$ cat src/rtl/display_scan_mux.sv
// display_scan_mux: time-multiplexed 7-segment scanner with shadow register,
// per-digit blink, global blanking and leading-zero suppression.
module display_scan_mux #(
    parameter int N_DIGITS     = 4,
    parameter int SCAN_DIV     = 50000,
    parameter int BLINK_FRAMES = 64,
    parameter int LZ_BLANK     = 1
) (
    input  logic                    clk,
    input  logic                    rst,
    input  logic [4*N_DIGITS-1:0]   digits_in,
    input  logic                    load,
    input  logic [N_DIGITS-1:0]     blink_en,
    input  logic                    blank_all,
    output logic [6:0]              seg,
    output logic [N_DIGITS-1:0]     an,
    output logic                    frame_tick
);

    localparam int DW = $clog2(SCAN_DIV);
    localparam int IW = $clog2(N_DIGITS);
    localparam int FW = $clog2(BLINK_FRAMES + 1);
    localparam logic [DW-1:0] DIV_LAST = DW'(SCAN_DIV - 1);
    localparam logic [IW-1:0] IDX_LAST = IW'(N_DIGITS - 1);
    localparam logic [FW-1:0] FR_LAST  = FW'(BLINK_FRAMES - 1);
    localparam logic [N_DIGITS-1:0] AN_ONE = {{(N_DIGITS-1){1'b0}}, 1'b1};

    logic [4*N_DIGITS-1:0] shadow_q, shadow_d;
    logic [DW-1:0]         div_q, div_d;
    logic [IW-1:0]         idx_q, idx_d;
    logic [FW-1:0]         cnt_q, cnt_d;
    logic                  phase_q, phase_d;
    logic [6:0]            seg_q, seg_d;
    logic [N_DIGITS-1:0]   an_q, an_d;
    logic                  tick_q, tick_d;

    logic                  adv;
    logic [N_DIGITS-1:0]   lz_mask;
    logic                  lz_run;
    logic [3:0]            cur_code;
    logic                  cur_blink;
    logic                  cur_lz;
    logic                  cur_blank;

    function automatic logic [6:0] decode(input logic [3:0] c);
        logic [6:0] s;
        case (c)
            4'h0:    s = 7'b1000000;
            4'h1:    s = 7'b1111001;
            4'h2:    s = 7'b0100100;
            4'h3:    s = 7'b0110000;
            4'h4:    s = 7'b0011001;
            4'h5:    s = 7'b0010010;
            4'h6:    s = 7'b0000010;
            4'h7:    s = 7'b1111000;
            4'h8:    s = 7'b0000000;
            4'h9:    s = 7'b0010000;
            4'hD:    s = 7'b1110111;
            4'hE:    s = 7'b0111111;
            default: s = 7'b1111111;
        endcase
        return s;
    endfunction

    assign adv = (div_q == DIV_LAST);

    // Leading-zero run: zeros from the top digit down, digit 0 never included
    always_comb begin
        lz_mask = '0;
        lz_run  = 1'b1;
        for (int i = N_DIGITS - 1; i >= 1; i--) begin
            lz_run     = lz_run & (shadow_q[4*i +: 4] == 4'h0);
            lz_mask[i] = lz_run;
        end
    end

    // Pick code and per-digit attributes for the digit about to be issued
    always_comb begin
        cur_code  = 4'hF;
        cur_blink = 1'b0;
        cur_lz    = 1'b0;
        for (int i = 0; i < N_DIGITS; i++) begin
            if (idx_q == IW'(i)) begin
                cur_code  = shadow_q[4*i +: 4];
                cur_blink = blink_en[i];
                cur_lz    = lz_mask[i];
            end
        end
        cur_blank = blank_all
                  | (cur_blink & ~phase_q)
                  | ((LZ_BLANK != 0) & cur_lz);
    end

    // Next-state: divider, scan index, frame/blink counters, output slot
    always_comb begin
        shadow_d = load ? digits_in : shadow_q;
        div_d    = adv ? '0 : div_q + 1'b1;
        idx_d    = idx_q;
        cnt_d    = cnt_q;
        phase_d  = phase_q;
        seg_d    = seg_q;
        an_d     = an_q;
        tick_d   = 1'b0;
        if (adv) begin
            an_d  = ~(AN_ONE << idx_q);
            seg_d = cur_blank ? 7'b1111111 : decode(cur_code);
            if (idx_q == IDX_LAST) begin
                idx_d  = '0;
                tick_d = 1'b1;
                if (cnt_q == FR_LAST) begin
                    cnt_d   = '0;
                    phase_d = ~phase_q;
                end else begin
                    cnt_d = cnt_q + 1'b1;
                end
            end else begin
                idx_d = idx_q + 1'b1;
            end
        end
    end

    // State registers; reset blanks the display and restarts the scan
    always_ff @(posedge clk or posedge rst) begin
        if (rst) begin
            shadow_q <= '1;
            div_q    <= '0;
            idx_q    <= '0;
            cnt_q    <= '0;
            phase_q  <= 1'b1;
            seg_q    <= 7'b1111111;
            an_q     <= '1;
            tick_q   <= 1'b0;
        end else begin
            shadow_q <= shadow_d;
            div_q    <= div_d;
            idx_q    <= idx_d;
            cnt_q    <= cnt_d;
            phase_q  <= phase_d;
            seg_q    <= seg_d;
            an_q     <= an_d;
            tick_q   <= tick_d;
        end
    end

    assign seg        = seg_q;
    assign an         = an_q;
    assign frame_tick = tick_q;

endmodule
$ cat config.mk
export PLATFORM = sky130hd
export DESIGN_NAME = display_scan_mux
export DESIGN_NICKNAME = d
export VERILOG_FILES = /design/src/rtl/display_scan_mux.sv
export SDC_FILE = /design/constraint.sdc
export NUM_CORES = 1
export LEC_CHECK = 0
export CAP_MARGIN = 20
export CORE_MARGIN = 1
export CORE_UTILIZATION = 49
export DETAILED_ROUTE_END_ITERATION = 10
export PLACE_DENSITY_LB_ADDON = 0.3
export SLEW_MARGIN = 0
export SYNTH_ARGS = -nofsm -noshare
export SYNTH_HDL_FRONTEND = slang
export SYNTH_SLANG_ARGS = --single-unit
$ cat constraint.sdc
create_clock -name clk -period 2.03 [get_ports clk]
set_input_delay 0.406 -clock clk [delete_from_list [all_inputs] [get_ports clk]]
set_output_delay 0.406 -clock clk [all_outputs]
set_load 0.005 [all_outputs]
# Word level (Yosys, flattened, before mapping)
# Memory sizes are Yosys's and may differ from the RTL's.
# Cells that the tools add are included.
# Widths: inputs -> output; s select.
[word_totals] mem_count=1 elab_cells=48 rom_bits=112 regBits=54
[op_classes] reduce_logical=6 bitwise_logic=7 muxes=17 n_eq_ne=5 add_sub_neg=3 shifts=1
[memory_table] name="(no name shown)" words=16 word_bits=7 read_ports=1 rd_clocked_by_memory_dff=0 wr=0 line_no="47" rtl="case (c)"
[op_table] cell="$add 16x1->16 const B" count=1
[op_table] cell="$eq 16x16->1 const B" count=1
[op_table] cell="$mux 16" count=1
[op_table] cell="$mux 4" count=4
[op_table] cell="$mux 7" count=2
[op_table] cell="$logic_not 4->1" count=3
[op_table] cell="$mux 1" count=9
[op_table] cell="$add 7x1->7 const B" count=1
[op_table] cell="$eq 7x6->1 const B" count=1
[op_table] cell="$eq 2x2->1 const B" count=2
[op_table] cell="$not 4->4" count=1
[op_table] cell="$shl 1x2->4 const A" count=1
[op_table] cell="$and 1x1->1" count=3
[op_table] cell="$reduce_and 3->1" count=1
[op_table] cell="$add 2x1->2 const B" count=1
[op_table] cell="$eq 2x1->1 const B" count=1
[op_table] cell="$logic_not 2->1" count=1
[op_table] cell="$mux 2" count=1
[op_table] cell="$or 1x1->1" count=2
[op_table] cell="$reduce_and 2->1" count=1
[op_table] cell="$not 1->1" count=1

# Depth between registers and ports, before layout
[depth] depth_word=9 depth_mapped=10 ltp_nobuf=10

# Worst setup path after synthesis
# OpenSTA, ideal clock, no wires.
[synth_timing] kind="flip-flop to flip-flop" start="register div_q[4]" end="register seg_q[4] (netlist: seg[4])" setup_slack_ns=-0.149 path_buffers=0 arrival_ns=2.096 synth_period_minus_slack_ns=2.179 path_stages_with_launch=7 cell_sequence="dfrtp_1 > or4b_4 > nor4_4 > nand3_2 > a2111oi_4 > nand2_2 > o32a_1"
[synth_via] elab_chain_cells=1
[synth_rtl] item="from (decl)" line_no="29" rtl="logic [DW-1:0] div_q, div_d;"
[synth_rtl] item="from (signal assigned)" line_no="135" rtl="div_q <= div_d;"
[synth_rtl] item="$eq 16x16->1" line_no="65" rtl="assign adv = (div_q == DIV_LAST);"
[synth_rtl] item="to (signal assigned)" line_no="139" rtl="seg_q <= seg_d;"
[synth_rtl] item="to (decl)" line_no="33" rtl="logic [6:0] seg_q, seg_d;"
# Every way passes these cells.
# A chain may end at the register's enable or synchronous reset.

# Worst setup path in the final report
[layout_timing] start="register idx_q[1]" end="register seg_q[6] (netlist: seg[6])"
[layout_via] elab_chain_cells=9 elab_cells_between_ends=20 cone_classes="eq/ne: 3; mux: 12; bitwise: 3; reduce/logical: 1; memory: 1"
[layout_rtl] item="from (decl)" line_no="30" rtl="logic [IW-1:0] idx_q, idx_d;"
[layout_rtl] item="from (signal assigned)" line_no="136" rtl="idx_q <= idx_d;"
[layout_rtl] item="branches (longest 8 deep; another with $mem_v2 16x7)"
[layout_rtl] item="$mux 7 (*)" line_no="106" rtl="seg_d = cur_blank ? 7'b1111111 : decode(cur_code);"
# Mark *: on every way between the ends.

==> run_results.csv <==
group,metric,value,unit
run_status,outcome,"complete, but fails checks",
run_status,violations,"negative setup slack",
synthesis,synth_nets,268,
worst_setup_path,path_class,"reg2reg",
worst_setup_path,cp-start-kind,"register",
global_route,overflow,0,
floorplan,die_area,5650,µm²
routing,wire_per_inst,16.1,µm
routing,drc,0,
timing,timing.final.ws_setup,-0.0315,ns
floorplan,die_w,75.2,µm
final_layout,diodes,0,
timing,hold_viol,0,
hold_path,worst_hold_path_type,"in2async",
pwr,vdd_drop_max,500,µV
synthesis,syn-instance-count,236,
synthesis,synth_top_area_share,28.0,%
pwr,leakage,1.50,nW
floorplan,core_area,5140,µm²
synthesis,ys_warn_count,0,
routing,drt_iter0_markers,80,
final_layout,layout_commonest_cell,"clkdlybuf4s50_1",
floorplan,start_util,51.1,%
clock_tree,htree_num_levels,2,
timing,grt_setup_unrepaired,"true",
final_layout,final_layout_size_suffix_gt1_share,38.5,%
timing,slew_viol_final,0,
global_route,track_usage,23.6,%
placed_design,dp_cells,364,
final_layout,final_util,70.4,%
synthesis,yosysTopAreaCell,"dfstp_2",
timing,fmax,0.485,GHz
timing,period_minus_slack,2.06,ns
worst_setup_path,cp_max_fo,4,
final_layout,syn_to_final_growth,37.8,%
routing,viasPerCell,5.42,
synthesis,synth_flop_cell,"dfstp_2",
synthesis,synth_seq_area_share,52.8,%
global_route,grt_start_max_net_pins,19,
timing,setup_viol,2,
global_route,grt_pass1_wl,9.80,mm
job,cap_violations,0,
synthesis,syn_area_per_cell,11.1,µm²
global_route,antenna_found_initial,0,
routing,ant_nets,0,
worst_setup_path,cp.arrival,2.29,ns
floorplan,rows,26,
final_layout,fin_nets,343,
timing,fin_skew,0.00902,ns
placed_design,place.gp.congestion,0.833,
clock_tree,clkTransAtPathRegs,0.10,ns
synthesis,ys_types,47,
clock_tree,cts_made_buffers,5,
worst_setup_path,worstPathRequired,2.26,ns
timing,worst-slew-pin-transition,0.493,ns
synthesis,synth_area_leaders,"dfstp_2 28%, dfrtp_1 25%, mux2_2 7.3%, nand2_1 4.0%, ha_1 3.8%",
routing,detail_route.first_pass.iterations,4,
floorplan,die_h,75.2,µm
clock_tree,clock_path_buffers,2,
final_layout,mostFrequentLayoutCells,"35 x clkdlybuf4s50_1, 31 x buf_4, 28 x dfstp_2, 27 x nand2_1, 25 x dfrtp_1",
clock_tree,clockRootBuffer,"clkbuf_8",
global_route,grt_pass1_vias,2109,
synthesis,synthesis.area,2630,µm²
clock_tree,tritoncts,"done",
worst_setup_path,end_kind,"register",
floorplan,pin_count,36,
clock_tree,cts_hold_buf,0,
synthesis,async_flop_share,100,%
clock_tree,clock_latency,0.31,ns
routing,drt_wl_total,6.13,mm
synthesis,synth_seq_cells,54,
placed_design,io_buffers,35,
timing,maxSlewHeadroom,66.8,%
synthesis,synth-edff-count,0,
placed_design,preCtsSetupSlack,-0.116,ns
timing,period_share,102,%
clock_tree,clock-sinks,54,
routing,dr_total_vias,2072,
pwr,power.density,556,nW/µm²
placed_design,dp_hpwl,4.13,mm
final_layout,layout.cells.non_filler,382,
-- report_power, final --
group	switching [mW]	internal, mW	total [mW]
Combinational	0.106	0.130	0.236
Sequential	0.0314	1.13	1.17
Clock	0.367	0.244	0.611
-- what timing repair did --
| item | 4_1_cts | 5_1_grt |
|---|---|---|
| pin swaps | 8 | 9 |
| endpoints found under the setup margin | 19 | 19 |
| buffers inserted | 6 | 4 |
| resized for setup | 27 | 12 |
-- cell type report --
cell class / count / area (µm²)
clock buffer: 6 / 72.6
clock inverter: 2 / 15.0
fill: 400 / 1520
inverter: 7 / 31.3
multi-input combinational: 170 / 1330
sequential: 54 / 1390
tap: 70 / 87.6
timing repair buffer: 73 / 697
-- registers in the layout, indices dropped and copies added (netlist names) --
| signal | count |
|---|---|
| shadow_q | 16 |
| phase_q | 1 |
| frame_tick | 1 |
| idx_q | 2 |
| cnt_q | 7 |
| div_q | 16 |
| an | 4 |
| seg | 7 |
-- Yosys cell counts (all sizes together), types with 5 or more instances --
cell type  count
nand2         29
dfstp         28
dfrtp         26
mux2          17
nor2          17
o21ai         13
nand3         11
xnor2         10
ha             8
inv            7
nor3           7
xor2           7
nor2b          5
o22a           5
-- cell families after synthesis --
logic type,after synthesis,share of synthesized area [%]
AOI/OAI and AO/OA,41,11.8
xor gates and xnor gates,17,5.67
adders and majority gates,8,3.81
buffers and inverters,12,1.76
DFF,54,52.8
muxes,17,7.29
and+or+nand+nor,87,16.8
-- per-stage QoR --
| stage | power (mW) | hold WS, ns | instance area [µm²] | TNS [ns] |
|---|---|---|---|---|
| 6_report | 2.01 | 0.367 | 3620 | -0.0544 |
| 5_1_grt | 2.09 | 0.373 | 3620 | -0.651 |
| 4_1_cts | 2.02 | 0.370 | 3530 | -0.0176 |
| 3_5_place_dp | 1.39 | 0.483 | 3290 | -0.825 |
| 3_3_place_gp | 1.38 | 0.469 | 3290 | -0.123 |
| 2_1_floorplan | 1.28 | 0.458 | 2630 | -0.0407 |
-- worst paths after layout --
| path | startpoint | to | slack (ns) | cells past startpoint |
|---|---|---|---|---|
| min in group clk | an[1] | an[1] | 0.48 | 2 |
| max in group asynchronous | rst | shadow_q[1] | 1.12 | 3 |
| worst max-delay path | idx_q[1] | seg[6] | -0.03 | 9 |
| worst min-delay path | rst | cnt_q[3] | 0.37 | 2 |
| worst min register to register | an[1] | an[1] | 0.48 | 2 |
| worst max register to register | idx_q[1] | seg[6] | -0.03 | 9 |
-- worst max-delay path, stage by stage (launching register included) --
cell and delay (ns):
dfrtp_1 0.41, buf_4 0.15, ha_4 0.17, nor2_4 0.16, o221ai_1 0.17, o211ai_1 0.20, ha_1 0.21, nor2_1 0.06
a211o_1 0.24, a31oi_1 0.21
-- per-layer routing --
metal / vias to the layer above / wire length [µm] / track usage [%]
li1: 992 / - / -
met4: 0 / 60 / 5.14
met3: 8 / 179 / 4.95
met5: - / 0 / 0
met2: 34 / 3200 / 41.2
met1: 1038 / 2690 / 30.3
Power figures use the tool's default switching activity.
